### config.mk
export PLATFORM = sky130hd
export DESIGN_NAME = hazard_unit
export DESIGN_NICKNAME = d
export VERILOG_FILES = /design/src/rtl/hazard_pkg.sv /design/src/rtl/hazard_unit_sat_counter.sv /design/src/rtl/hazard_unit.sv
export SDC_FILE = /design/constraint.sdc
export NUM_CORES = 1
export LEC_CHECK = 0
export BUFFER_PORTS_ARGS = -buffer_cell sky130_fd_sc_hd__buf_2
export CORE_MARGIN = 3
export CORE_UTILIZATION = 52
export CTS_BUF_LIST = sky130_fd_sc_hd__clkbuf_16
export CTS_CLUSTER_SIZE = 28
export DETAILED_ROUTE_END_ITERATION = 12
export GPL_ROUTABILITY_DRIVEN = 0
export MAX_ROUTING_LAYER = met4
export PLACE_DENSITY = 0.92
export SLEW_MARGIN = 20
export SYNTH_ARGS = -nofsm -noshare
export SYNTH_HDL_FRONTEND = slang
export SYNTH_SLANG_ARGS = --single-unit
### constraint.sdc
create_clock -name clk -period 6.5 [get_ports clk]
set_input_delay 1.3 -clock clk [delete_from_list [all_inputs] [get_ports clk]]
set_output_delay 1.3 -clock clk [all_outputs]
set_load 0.02 [all_outputs]
### src/rtl/hazard_pkg.sv
// Shared types and forwarding encodings for the 5-stage pipeline hazard controller.
package hazard_pkg;

    typedef enum logic [1:0] {
        INIT     = 2'd0,
        RUN      = 2'd1,
        MEM_WAIT = 2'd2
    } hz_state_t;

    localparam logic [1:0] FWD_RF  = 2'b00;
    localparam logic [1:0] FWD_WB  = 2'b01;
    localparam logic [1:0] FWD_MEM = 2'b10;

    // The memory stage holds the younger result, so it wins over writeback.
    function automatic logic [1:0] fwd_sel(
        input logic [4:0] rs,
        input logic [4:0] rd_m,
        input logic       wr_m,
        input logic [4:0] rd_w,
        input logic       wr_w
    );
        if (wr_m && (rd_m != 5'd0) && (rd_m == rs))
            return FWD_MEM;
        else if (wr_w && (rd_w != 5'd0) && (rd_w == rs))
            return FWD_WB;
        else
            return FWD_RF;
    endfunction

endpackage

### src/rtl/hazard_unit_sat_counter.sv
// Saturating up-counter with synchronous clear; clear wins over increment.
module sat_counter #(
    parameter int               WIDTH = 32,
    parameter logic [WIDTH-1:0] MAX   = '1
) (
    input  logic             clk,
    input  logic             rst_n,
    input  logic             inc,
    input  logic             clr,
    output logic [WIDTH-1:0] count
);

    logic [WIDTH-1:0] r_count;

    // NOTE: sequential state uses non-blocking assignments so every flop samples pre-edge values.
    always_ff @(posedge clk or negedge rst_n) begin
        if (!rst_n)
            r_count <= '0;
        else if (clr)
            r_count <= '0;
        else if (inc && (r_count != MAX))
            r_count <= r_count + 1'b1;
    end

    assign count = r_count;

endmodule

### src/rtl/hazard_unit.sv
// Pipeline hazard controller: stall/flush/forward generation, reset scrub,
// data-memory wait sequencing with timeout, and saturating performance counters.
module hazard_unit
    import hazard_pkg::*;
#(
    parameter int CNT_W       = 32,
    parameter int MEM_TIMEOUT = 16
) (
    input  logic             clk,
    input  logic             rst_n,
    input  logic [4:0]       Rs1D,
    input  logic [4:0]       Rs2D,
    input  logic [4:0]       Rs1E,
    input  logic [4:0]       Rs2E,
    input  logic [4:0]       RdE,
    input  logic [4:0]       RdM,
    input  logic [4:0]       RdW,
    input  logic             RegWriteM,
    input  logic             RegWriteW,
    input  logic             MemReadE,
    input  logic             PCSrcE,
    input  logic             MemReqM,
    input  logic             MemReadyM,
    output logic             StallF,
    output logic             StallD,
    output logic             StallE,
    output logic             StallM,
    output logic             FlushD,
    output logic             FlushE,
    output logic             FlushM,
    output logic             FlushW,
    output logic [1:0]       ForwardAE,
    output logic [1:0]       ForwardBE,
    output logic             MemTimeout,
    output logic [CNT_W-1:0] StallCycles,
    output logic [CNT_W-1:0] FlushEvents
);

    localparam int WAIT_W = $clog2(MEM_TIMEOUT + 1);

    hz_state_t         r_state;
    hz_state_t         w_state_nxt;
    logic              w_in_init;
    logic              w_mem_stall;
    logic              w_lw_stall;
    logic              w_branch_flush;
    logic [WAIT_W-1:0] w_wait_cnt;
    logic              r_timeout;

    assign w_in_init   = (r_state == INIT);
    assign w_mem_stall = MemReqM && !MemReadyM;
    assign w_lw_stall  = MemReadE && (RdE != 5'd0) && ((RdE == Rs1D) || (RdE == Rs2D));

    assign ForwardAE = fwd_sel(Rs1E, RdM, RegWriteM, RdW, RegWriteW);
    assign ForwardBE = fwd_sel(Rs2E, RdM, RegWriteM, RdW, RegWriteW);

    // NOTE: every output gets a default first so no path through the block infers a latch.
    always_comb begin
        StallF = 1'b0;
        StallD = 1'b0;
        StallE = 1'b0;
        StallM = 1'b0;
        FlushD = 1'b0;
        FlushE = 1'b0;
        FlushM = 1'b0;
        FlushW = 1'b0;
        if (w_in_init) begin
            StallF = 1'b1;
            FlushD = 1'b1;
            FlushE = 1'b1;
            FlushM = 1'b1;
            FlushW = 1'b1;
        end else if (w_mem_stall) begin
            // A taken branch in execute is simply held there until the access completes.
            StallF = 1'b1;
            StallD = 1'b1;
            StallE = 1'b1;
            StallM = 1'b1;
            FlushW = 1'b1;
        end else if (PCSrcE) begin
            FlushD = 1'b1;
            FlushE = 1'b1;
        end else if (w_lw_stall) begin
            StallF = 1'b1;
            StallD = 1'b1;
            FlushE = 1'b1;
        end
    end

    assign w_branch_flush = !w_in_init && !w_mem_stall && PCSrcE;

    always_comb begin
        w_state_nxt = r_state;
        case (r_state)
            INIT:     w_state_nxt = RUN;
            RUN:      if (w_mem_stall) w_state_nxt = MEM_WAIT;
            MEM_WAIT: if (MemReadyM) w_state_nxt = RUN;
            default:  w_state_nxt = INIT;
        endcase
    end

    always_ff @(posedge clk or negedge rst_n) begin
        if (!rst_n)
            r_state <= INIT;
        else
            r_state <= w_state_nxt;
    end

    sat_counter #(
        .WIDTH (WAIT_W),
        .MAX   (WAIT_W'(MEM_TIMEOUT))
    ) u_wait_cnt (
        .clk   (clk),
        .rst_n (rst_n),
        .inc   (r_state == MEM_WAIT),
        .clr   ((r_state == RUN) && w_mem_stall),
        .count (w_wait_cnt)
    );

    // Raised on the same edge the wait counter reaches the limit; sticky until reset.
    always_ff @(posedge clk or negedge rst_n) begin
        if (!rst_n)
            r_timeout <= 1'b0;
        else if ((r_state == MEM_WAIT) && (w_wait_cnt == WAIT_W'(MEM_TIMEOUT - 1)))
            r_timeout <= 1'b1;
    end

    assign MemTimeout = r_timeout;

    sat_counter #(
        .WIDTH (CNT_W)
    ) u_stall_cnt (
        .clk   (clk),
        .rst_n (rst_n),
        .inc   (StallF && !w_in_init),
        .clr   (1'b0),
        .count (StallCycles)
    );

    sat_counter #(
        .WIDTH (CNT_W)
    ) u_flush_cnt (
        .clk   (clk),
        .rst_n (rst_n),
        .inc   (w_branch_flush),
        .clr   (1'b0),
        .count (FlushEvents)
    );

endmodule

# Word-level counts from Yosys, hierarchy flattened
# Cells that the tools add are included.
# classes
addsub	3
n_reduce_logical	27
mux	24
n_eq_ne	14
# ops
operator	count
$add 32x1->32 const B	2
$ne 32x32->1 const B	2
$eq 5x5->1	6
$logic_and 1x1->1	17
$mux 1	17
$reduce_bool 5->1	3
$mux 5	2
$mux 2	4
$pmux 2 s3	1
$add 5x1->5 const B	1
$eq 5x4->1 const B	1
$ne 5x5->1 const B	1
$ne 2x2->1 const B	2
$logic_not 1->1	3
$eq 2x1->1 const B	1
$eq 2x2->1 const B	1
$logic_not 2->1	1
$reduce_and 2->1	1
$reduce_bool 2->1	1
$logic_or 1x1->1	1
# totals
out_inout_bits	77
regBits	72
in_bits	43
wordCells	73

# Logic depth before layout (Yosys ltp)
# Gate-level depths: netlist of run 1.
# logic_depth
word_depth	9
depth_mapped	8
mapped_depth_nobuf	7

# Hierarchy
# A second synthesis of run 1 with hierarchy kept.
# hier_totals
hier_cells	500
area_unflattened_um2	4591.9
# modules_own_cells
mod	cells_per_inst	n_inst	seq_area_each_um2	area_each_um2
sat_counter (u_flush_cnt ...)	198	2	800.8	1854.3
hazard_unit	77	1	75.1	606.8
sat_counter (u_wait_cnt)	27	1	125.1	276.5

# Worst setup path before layout of run 1
# Ideal clock, no wire load.
# synth_timing
kind	input to output
startpoint	in RdM[1]
endpoint	out ForwardAE[0]
arrival_ps	2917
t_required_ps	5200
path_stages	4
path_buffers	0
setup_slack_ps	2283
path_cell_list	or4_1 > o21ai_0 > nor4_1 > nor4_1
# synth_between
elab_chain_cells	4
word_cells_on_any_way	5
cone_classes	eq/ne: 1; mux: 1; reduce/logical: 3
# synth_rtl
element	line_no	text
start, declared	hazard_unit.sv:16	input logic [4:0] RdM,
$reduce_bool 5->1	hazard_pkg.sv:22	if (wr_m && (rd_m != 5'd0) && (rd_m == rs))
$logic_and 1x1->1	hazard_pkg.sv:22	
$logic_and 1x1->1 (*)	hazard_pkg.sv:22	
$mux 2 (*)	hazard_pkg.sv:22	
end, declared	hazard_unit.sv:32	output logic [1:0] ForwardAE,
# Every way passes the cells marked *; elsewhere a longest branch is shown, timed or not.

# Worst setup path in the final report of run 1
# layout_timing
startpoint	in RdE[1]
endpoint	out StallD
# layout_between
elab_chain_cells	7
word_cells_on_any_way	10
cone_classes	eq/ne: 2; mux: 4; reduce/logical: 4
# layout_rtl
element	line_no	text
start, declared	hazard_unit.sv:15	input logic [4:0] RdE,
$eq 5x5->1 / $reduce_bool 5->1 (equally long branches)	hazard_unit.sv:52	assign w_lw_stall = MemReadE && (RdE != 5'd0) && ((RdE == Rs1D) || (RdE == Rs2D));
$logic_or 1x1->1 / $logic_and 1x1->1 (equally long branches)	hazard_unit.sv:52	
$logic_and 1x1->1 (*)	hazard_unit.sv:52	
$mux 1 (*)	hazard_unit.sv:83	end else if (w_lw_stall) begin
$mux 1 (*)	hazard_unit.sv:80	end else if (PCSrcE) begin
$mux 1 (*)	hazard_unit.sv:73	end else if (w_mem_stall) begin
$mux 1 (*)	hazard_unit.sv:67	if (w_in_init) begin
end, declared	hazard_unit.sv:25	output logic StallD,
# Marked as above.

==> flow_summary.toml, run 1 <==
[run_status]
status = "finished, final reports clean"

[cts]
cts_resized = 0
hold_buffers = 0
path_clk_slew_ps = 50
clock-root-buffer = "clkbuf_16"
cts-buffers-inserted = 9
clockBufferDepth = 2
cts_tree = "built"
cts_sinks = 72
post_cts_buffers = 0
cts.htree.levels = 3
clk_latency_ps = 330

[detailed_routing]
viasPerCell = 5.62
drtPass1Iterations = 4
wire_per_inst_um = 15.9
ant_nets = 0
drt_iter0_drc = 204
dr_wl_met2_um = 4920
wl_met1_um = 3890
drc = 0
wl_um = 9730
route.met3.wl_um = 702
num_vias = 3434
top_layer_used = "met4"

[timing]
rsz0062_at_grt = "no"
setup_tns_ps = 0
finalSetupViolCount = 0
worst_pin_slew_ps = 955
timing.fmax_ghz = 0.223
slew_viol_final = 0
slew_headroom_pct = 36.0
fin_crit_sh_pct = 68.9
hold_violations = 0
fin_skew_ps = 9.49
period_minus_slack_ps = 4480

[logic_synthesis]
synth.cell_area_mm2 = 0.00391
async_reset_ff_share_pct = 100
syn_nets = 436
ys_seq_area_share_pct = 46.1
synth-edff-count = 0
synthTopCellsByArea = "dfrtp_1, xnor2_1, xor2_1"
synthTopCellsByCount = "dfrtp_1, xnor2_1, xor2_1"
yosysTopAreaCellShare_pct = 46.1
synthFlopType = "dfrtp_1"
netlist_instances = 388
yosysWarnings = 0
avgSynthCellArea_um2 = 10.1
synth-seq-cells = 72
yosysTopAreaCell = "dfrtp_1"
synth_cell_type_count = 48
yosysMostFrequentCell = "dfrtp_1"

[power]
intPower_uw = 882
p_comb_share_pct = 19.9
leakage_nw = 2.44
p_seq_share_pct = 43.1
p_sw_uw = 402
ir_worst_vdd_uv = 185
switching_share_pct = 31.3
clock_power_share_pct = 37.0
powerDensity_mw_per_mm2 = 263

[worst_setup_path]
crit_type = "input port to primary output"
crit_slowest_cell = "a31oi_1"
cp_data_arrival_time_ps = 3180
endpoint_kind = "primary output"
path_cells = "buf_2 -> or4_1 -> o21a_1 -> a31oi_1 -> inv_1 -> buf_2"
cpPeakStageDelay_ps = 690
worstPathRequired_ps = 5200
cp_max_fo = 11
start_kind = "input port"
cpMostUsedCell = "buf_2"

[die]
fp-row-count = 30
core-area_mm2 = 0.00702
ios = 120
floorplan.initialDensity_pct = 55.7
die_y_um = 92.7
die_x_um = 92.7
fp.dieArea_mm2 = 0.00859

[place]
io_buffers = 119
hpwl_um = 7280

[finish]
regArea_mm2 = 0.00180
multi_input_area_mm2 = 0.00203
layout-drive-gt1-share_pct = 29.1
nets = 559
n_antenna_cell = 0
area_delta_synth_final_pct = 24.9
utilization_pct = 69.6
fill_cells = 537

[grt]
grt_pass1_wl_um = 15900
grt_pass1_vias = 3303
grt_antenna_before_repair = 0
grt_max_degree = 73
grt_overflow_total = 0
grtUsageTotal_pct = 24.1

[flow_run]
drv_cap = 0

[worst_hold_path]
hold_class = "flip-flop to flip-flop"
==> state kept, by name, indices dropped and copies added, names as in the netlist <==
register / count
u_stall_cnt.count: 32
u_wait_cnt.count: 5
MemTimeout: 1
r_state: 2
u_flush_cnt.count: 32
==> stage by stage <==
| step | power (mW) | area, um2 | setup WS (ps) | hold slack [ps] | cells |
|---|---|---|---|---|---|
| 6_report | 1.28 | 4880 | 2020 | 456 | 611 |
| 5_1_grt | 1.35 | 4880 | 1830 | 472 | 611 |
| 4_1_cts | 1.29 | 4880 | 2040 | 460 | 611 |
| 3_5_place_dp | 0.816 | 4600 | 2060 | 446 | 596 |
| 3_3_place_gp | 0.801 | 4590 | 2070 | 437 | 596 |
| 2_1_floorplan | 0.706 | 3910 | 2280 | 466 | 388 |
==> critical path, delay by kind of cell <==
family                 cells  cell delay, ps
AO/OA/AOI/OAI              2             910
buffers and inverters      3             390
AND/OR/NAND/NOR            1             560
==> cell families after synthesis <==
logic type | share of synthesized area (%)
AO/OA/AOI/OAI | 5.12
XOR/XNOR | 20.8
adder cells (fa/ha/maj) | 1.60
buffers and inverters | 1.99
flip-flops | 46.1
multiplexers | 0.288
AND/OR/NAND/NOR | 24.0
==> per-layer routing <==
metal	vias to the layer above	track usage [%]
met5	-	-
met4	0	9.28
met3	19	6.66
met2	124	40.2
met1	1670	27.8
li1	1621	-
==> power groups by stage <==
| stage | logic (mW) | registers, mW | clock network, mW |
|---|---|---|---|
| 5_1_grt | 0.281 | 0.562 | 0.507 |
| 3_5_place_dp | 0.257 | 0.560 | 0 |
| 2_1_floorplan | 0.110 | 0.596 | 0 |
| 4_1_cts | 0.260 | 0.552 | 0.480 |
| 6_report | 0.256 | 0.553 | 0.476 |
| 3_3_place_gp | 0.246 | 0.555 | 0 |
==> final cells by class <==
cell class	instances	share of cell area, %
inverter	10	0.769
multi-input combinational	298	41.6
clock buffer	9	4.61
clock inverter	6	1.26
timing repair buffer	120	12.4
sequential	72	36.9
tap	96	2.46
==> placed cells by master, fill, tap and decap left out, types with 3 or more instances in the layout <==
| cell | Yosys | layout |
|---|---|---|
| nor2_1 | 16 | 16 |
| nor3_1 | 19 | 19 |
| buf_2 | 2 | 119 |
| xnor2_1 | 50 | 50 |
| nand4_1 | 21 | 21 |
| or4_1 | 5 | 5 |
| dfrtp_1 | 72 | 72 |
| nor4_1 | 7 | 7 |
| and3_1 | 14 | 14 |
| a21oi_1 | 4 | 4 |
| clkinvlp_4 | 0 | 3 |
| nand2_1 | 38 | 38 |
| inv_1 | 10 | 10 |
| o21ai_0 | 7 | 7 |
| ha_1 | 5 | 5 |
| and2_1 | 3 | 3 |
| and4_1 | 6 | 6 |
| nor2b_1 | 3 | 3 |
| clkbuf_16 | 0 | 9 |
| nand3_1 | 23 | 23 |
| xor2_1 | 43 | 43 |
==> path summary, 6_finish.rpt <==
path | from | to | slack, ps | depth (start not counted)
max reg2reg | u_flush_cnt.count[19] | u_flush_cnt.count[31] | 4150 | 6
min | MemTimeout | MemTimeout | 460 | 1
max in group asynchronous | rst_n | r_state[1] | 4720 | 2
min reg2reg | MemTimeout | MemTimeout | 460 | 1
min in group asynchronous | rst_n | u_flush_cnt.count[26] | 1180 | 2
max | RdE[1] | StallD | 2020 | 6
No activity file was read; power rests on OpenSTA's default activity.
==> run 2: changes to the inputs <==
==> constraint.sdc (replaced) <==
create_clock -name clk -period 4.2 [get_ports clk]
set_input_delay 0.84 -clock clk [delete_from_list [all_inputs] [get_ports clk]]
set_output_delay 0.84 -clock clk [all_outputs]
set_load 0.02 [all_outputs]
==> run 2 against run 1 <==
Cell count increased by 0.33%. Final area rose by 1.2%. Utilization rose by 0.82 points. Count of clock-buffer cells in the layout unchanged. Sequential share of layout area is 0.43 points lower. Combinational power rose by 55%. Power up 64%. Critical path depth unchanged. Critical endpoint is now ForwardBE[0]. Largest power group unchanged.
==> flow_summary.toml, run 2 (synthesized netlist as in run 1, its figures left out) <==
[timing]
timing.fmax_ghz = 0.314
hold_violations = 0
slew_headroom_pct = 35.2
slew_viol_final = 0
worst_pin_slew_ps = 972
fin_crit_sh_pct = 75.8
finalSetupViolCount = 0
setup_tns_ps = 0
period_minus_slack_ps = 3180
fin_skew_ps = 7.51
rsz0062_at_grt = "no"

[detailed_routing]
drc = 0
drt_iter0_drc = 153
viasPerCell = 5.63
wl_um = 9820
route.met3.wl_um = 739
drtPass1Iterations = 4
num_vias = 3453
wl_met1_um = 3940
wire_per_inst_um = 16.0
top_layer_used = "met4"
ant_nets = 0
dr_wl_met2_um = 4990

[worst_hold_path]
hp-start = "MemTimeout"
min_to = "MemTimeout"
hold_depth = 1
hold_class = "flip-flop to flip-flop"

[cts]
post_cts_buffers = 0
cts.htree.levels = 3
cts-buffers-inserted = 9
path_clk_slew_ps = 50
clockBufferDepth = 2
cts_sinks = 72
clock-root-buffer = "clkbuf_16"
cts_resized = 0
hold_buffers = 0
cts_tree = "built"
clk_latency_ps = 330

[finish]
multi_input_area_mm2 = 0.00203
layout-drive-gt1-share_pct = 29.2
area_delta_synth_final_pct = 26.4
fill_cells = 532
n_antenna_cell = 0
final_common_cell = "buf_2"
regArea_mm2 = 0.00180
final_cells = 613
mostFrequentLayoutCells = "buf_2, dfrtp_1, xnor2_1, xor2_1, nand2_1"
nets = 560

[worst_setup_path]
timing.rr.end = "u_flush_cnt.count[28]"
start_kind = "input port"
cp_data_arrival_time_ps = 2340
path_cells = "buf_2 -> or4_1 -> o21ai_0 -> nor4_1 -> nor4_1 -> buf_2"
endpoint_kind = "primary output"
crit_type = "input port to primary output"
reg2regPathDepth = 7
cpPeakStageDelay_ps = 500
r2r_start = "u_flush_cnt.count[0]"
cp_max_fo = 3
ff2ff_setup_slack_ps = 1900
worstPathRequired_ps = 3360
crit_slowest_cell = "or4_1"

[grt]
grtUsageTotal_pct = 24.9
grt_max_degree = 45
grt_pass1_vias = 3478
grt_antenna_before_repair = 0
grt_pass1_wl_um = 16500
grt_overflow_total = 0

[die]
die_y_um = 92.7
fp.dieArea_mm2 = 0.00859
core-area_mm2 = 0.00702
ios = 120
floorplan.initialDensity_pct = 55.7
fp-row-count = 30
die_x_um = 92.7

[flow_run]
drv_cap = 0

[place]
hpwl_um = 7290
io_buffers = 119
dp_cells = 597

[power]
powerDensity_mw_per_mm2 = 427
ir_worst_vdd_uv = 304
leakage_nw = 2.48

[run_status]
status = "finished, final reports clean"
-- run 2: changes by cell type in the layout (fill, tap and decap cells not counted) --
cell / delta
bufinv_16: +2
buf_4: +1
clkinvlp_4: -3
inv_1: +1
clkinv_4: +1
-- run 2: power by group --
group          switching [mW]  internal (mW)  leakage, nW
registers              0.0983          0.761        0.964
clock network           0.281          0.576        0.168
logic                   0.244          0.152         1.35
total                   0.623           1.49         2.48
-- run 2: how the worst max path moves through the flow --
stage                     startpoint            to  slack (ps)  cells past startpoint
after floorplan               RdM[1]  ForwardAE[0]         900                      4
after global placement        RdE[1]        StallD        1090                      7
after detailed placement      RdM[1]  ForwardBE[0]        1040                      6
after CTS                     RdM[1]  ForwardBE[0]        1040                      6
after global routing          RdM[1]  ForwardAE[0]         870                      6
final                         RdM[1]  ForwardBE[0]        1020                      6
-- run 2: metrics by stage --
step	utilization (%)	instance area [um2]	setup slack, ps	hold WS, ps	power [mW]
CTS	70.3	4930	1040	475	2.12
finish	70.4	4940	1020	468	2.11
global placement	65.5	4600	1090	437	1.24
detailed placement	65.5	4600	1040	454	1.26
floorplan	-	3910	903	466	1.09
global route	70.4	4940	871	494	2.22
-- run 2: area by class of cell --
class	count	area share, %
Clock buffer	9	4.56
Tap cell	96	2.43
Clock inverter	7	2.25
Multi-Input combinational cell	298	41.2
Timing Repair Buffer	121	12.4
Sequential cell	72	36.5
Inverter	10	0.760
-- run 2: routing by layer --
| layer | vias to the layer above | global-route usage (%) |
|---|---|---|
| li1 | 1623 | - |
| met1 | 1676 | 29.8 |
| met2 | 138 | 41.6 |
| met3 | 16 | 5.52 |
| met4 | 0 | 8.79 |
| met5 | - | - |
-- run 2: critical path: cells and delay by family --
family	cells	cell delay, ps
AO/OA/AOI/OAI	1	230
buffers and inverters	2	340
AND/OR/NAND/NOR	3	930
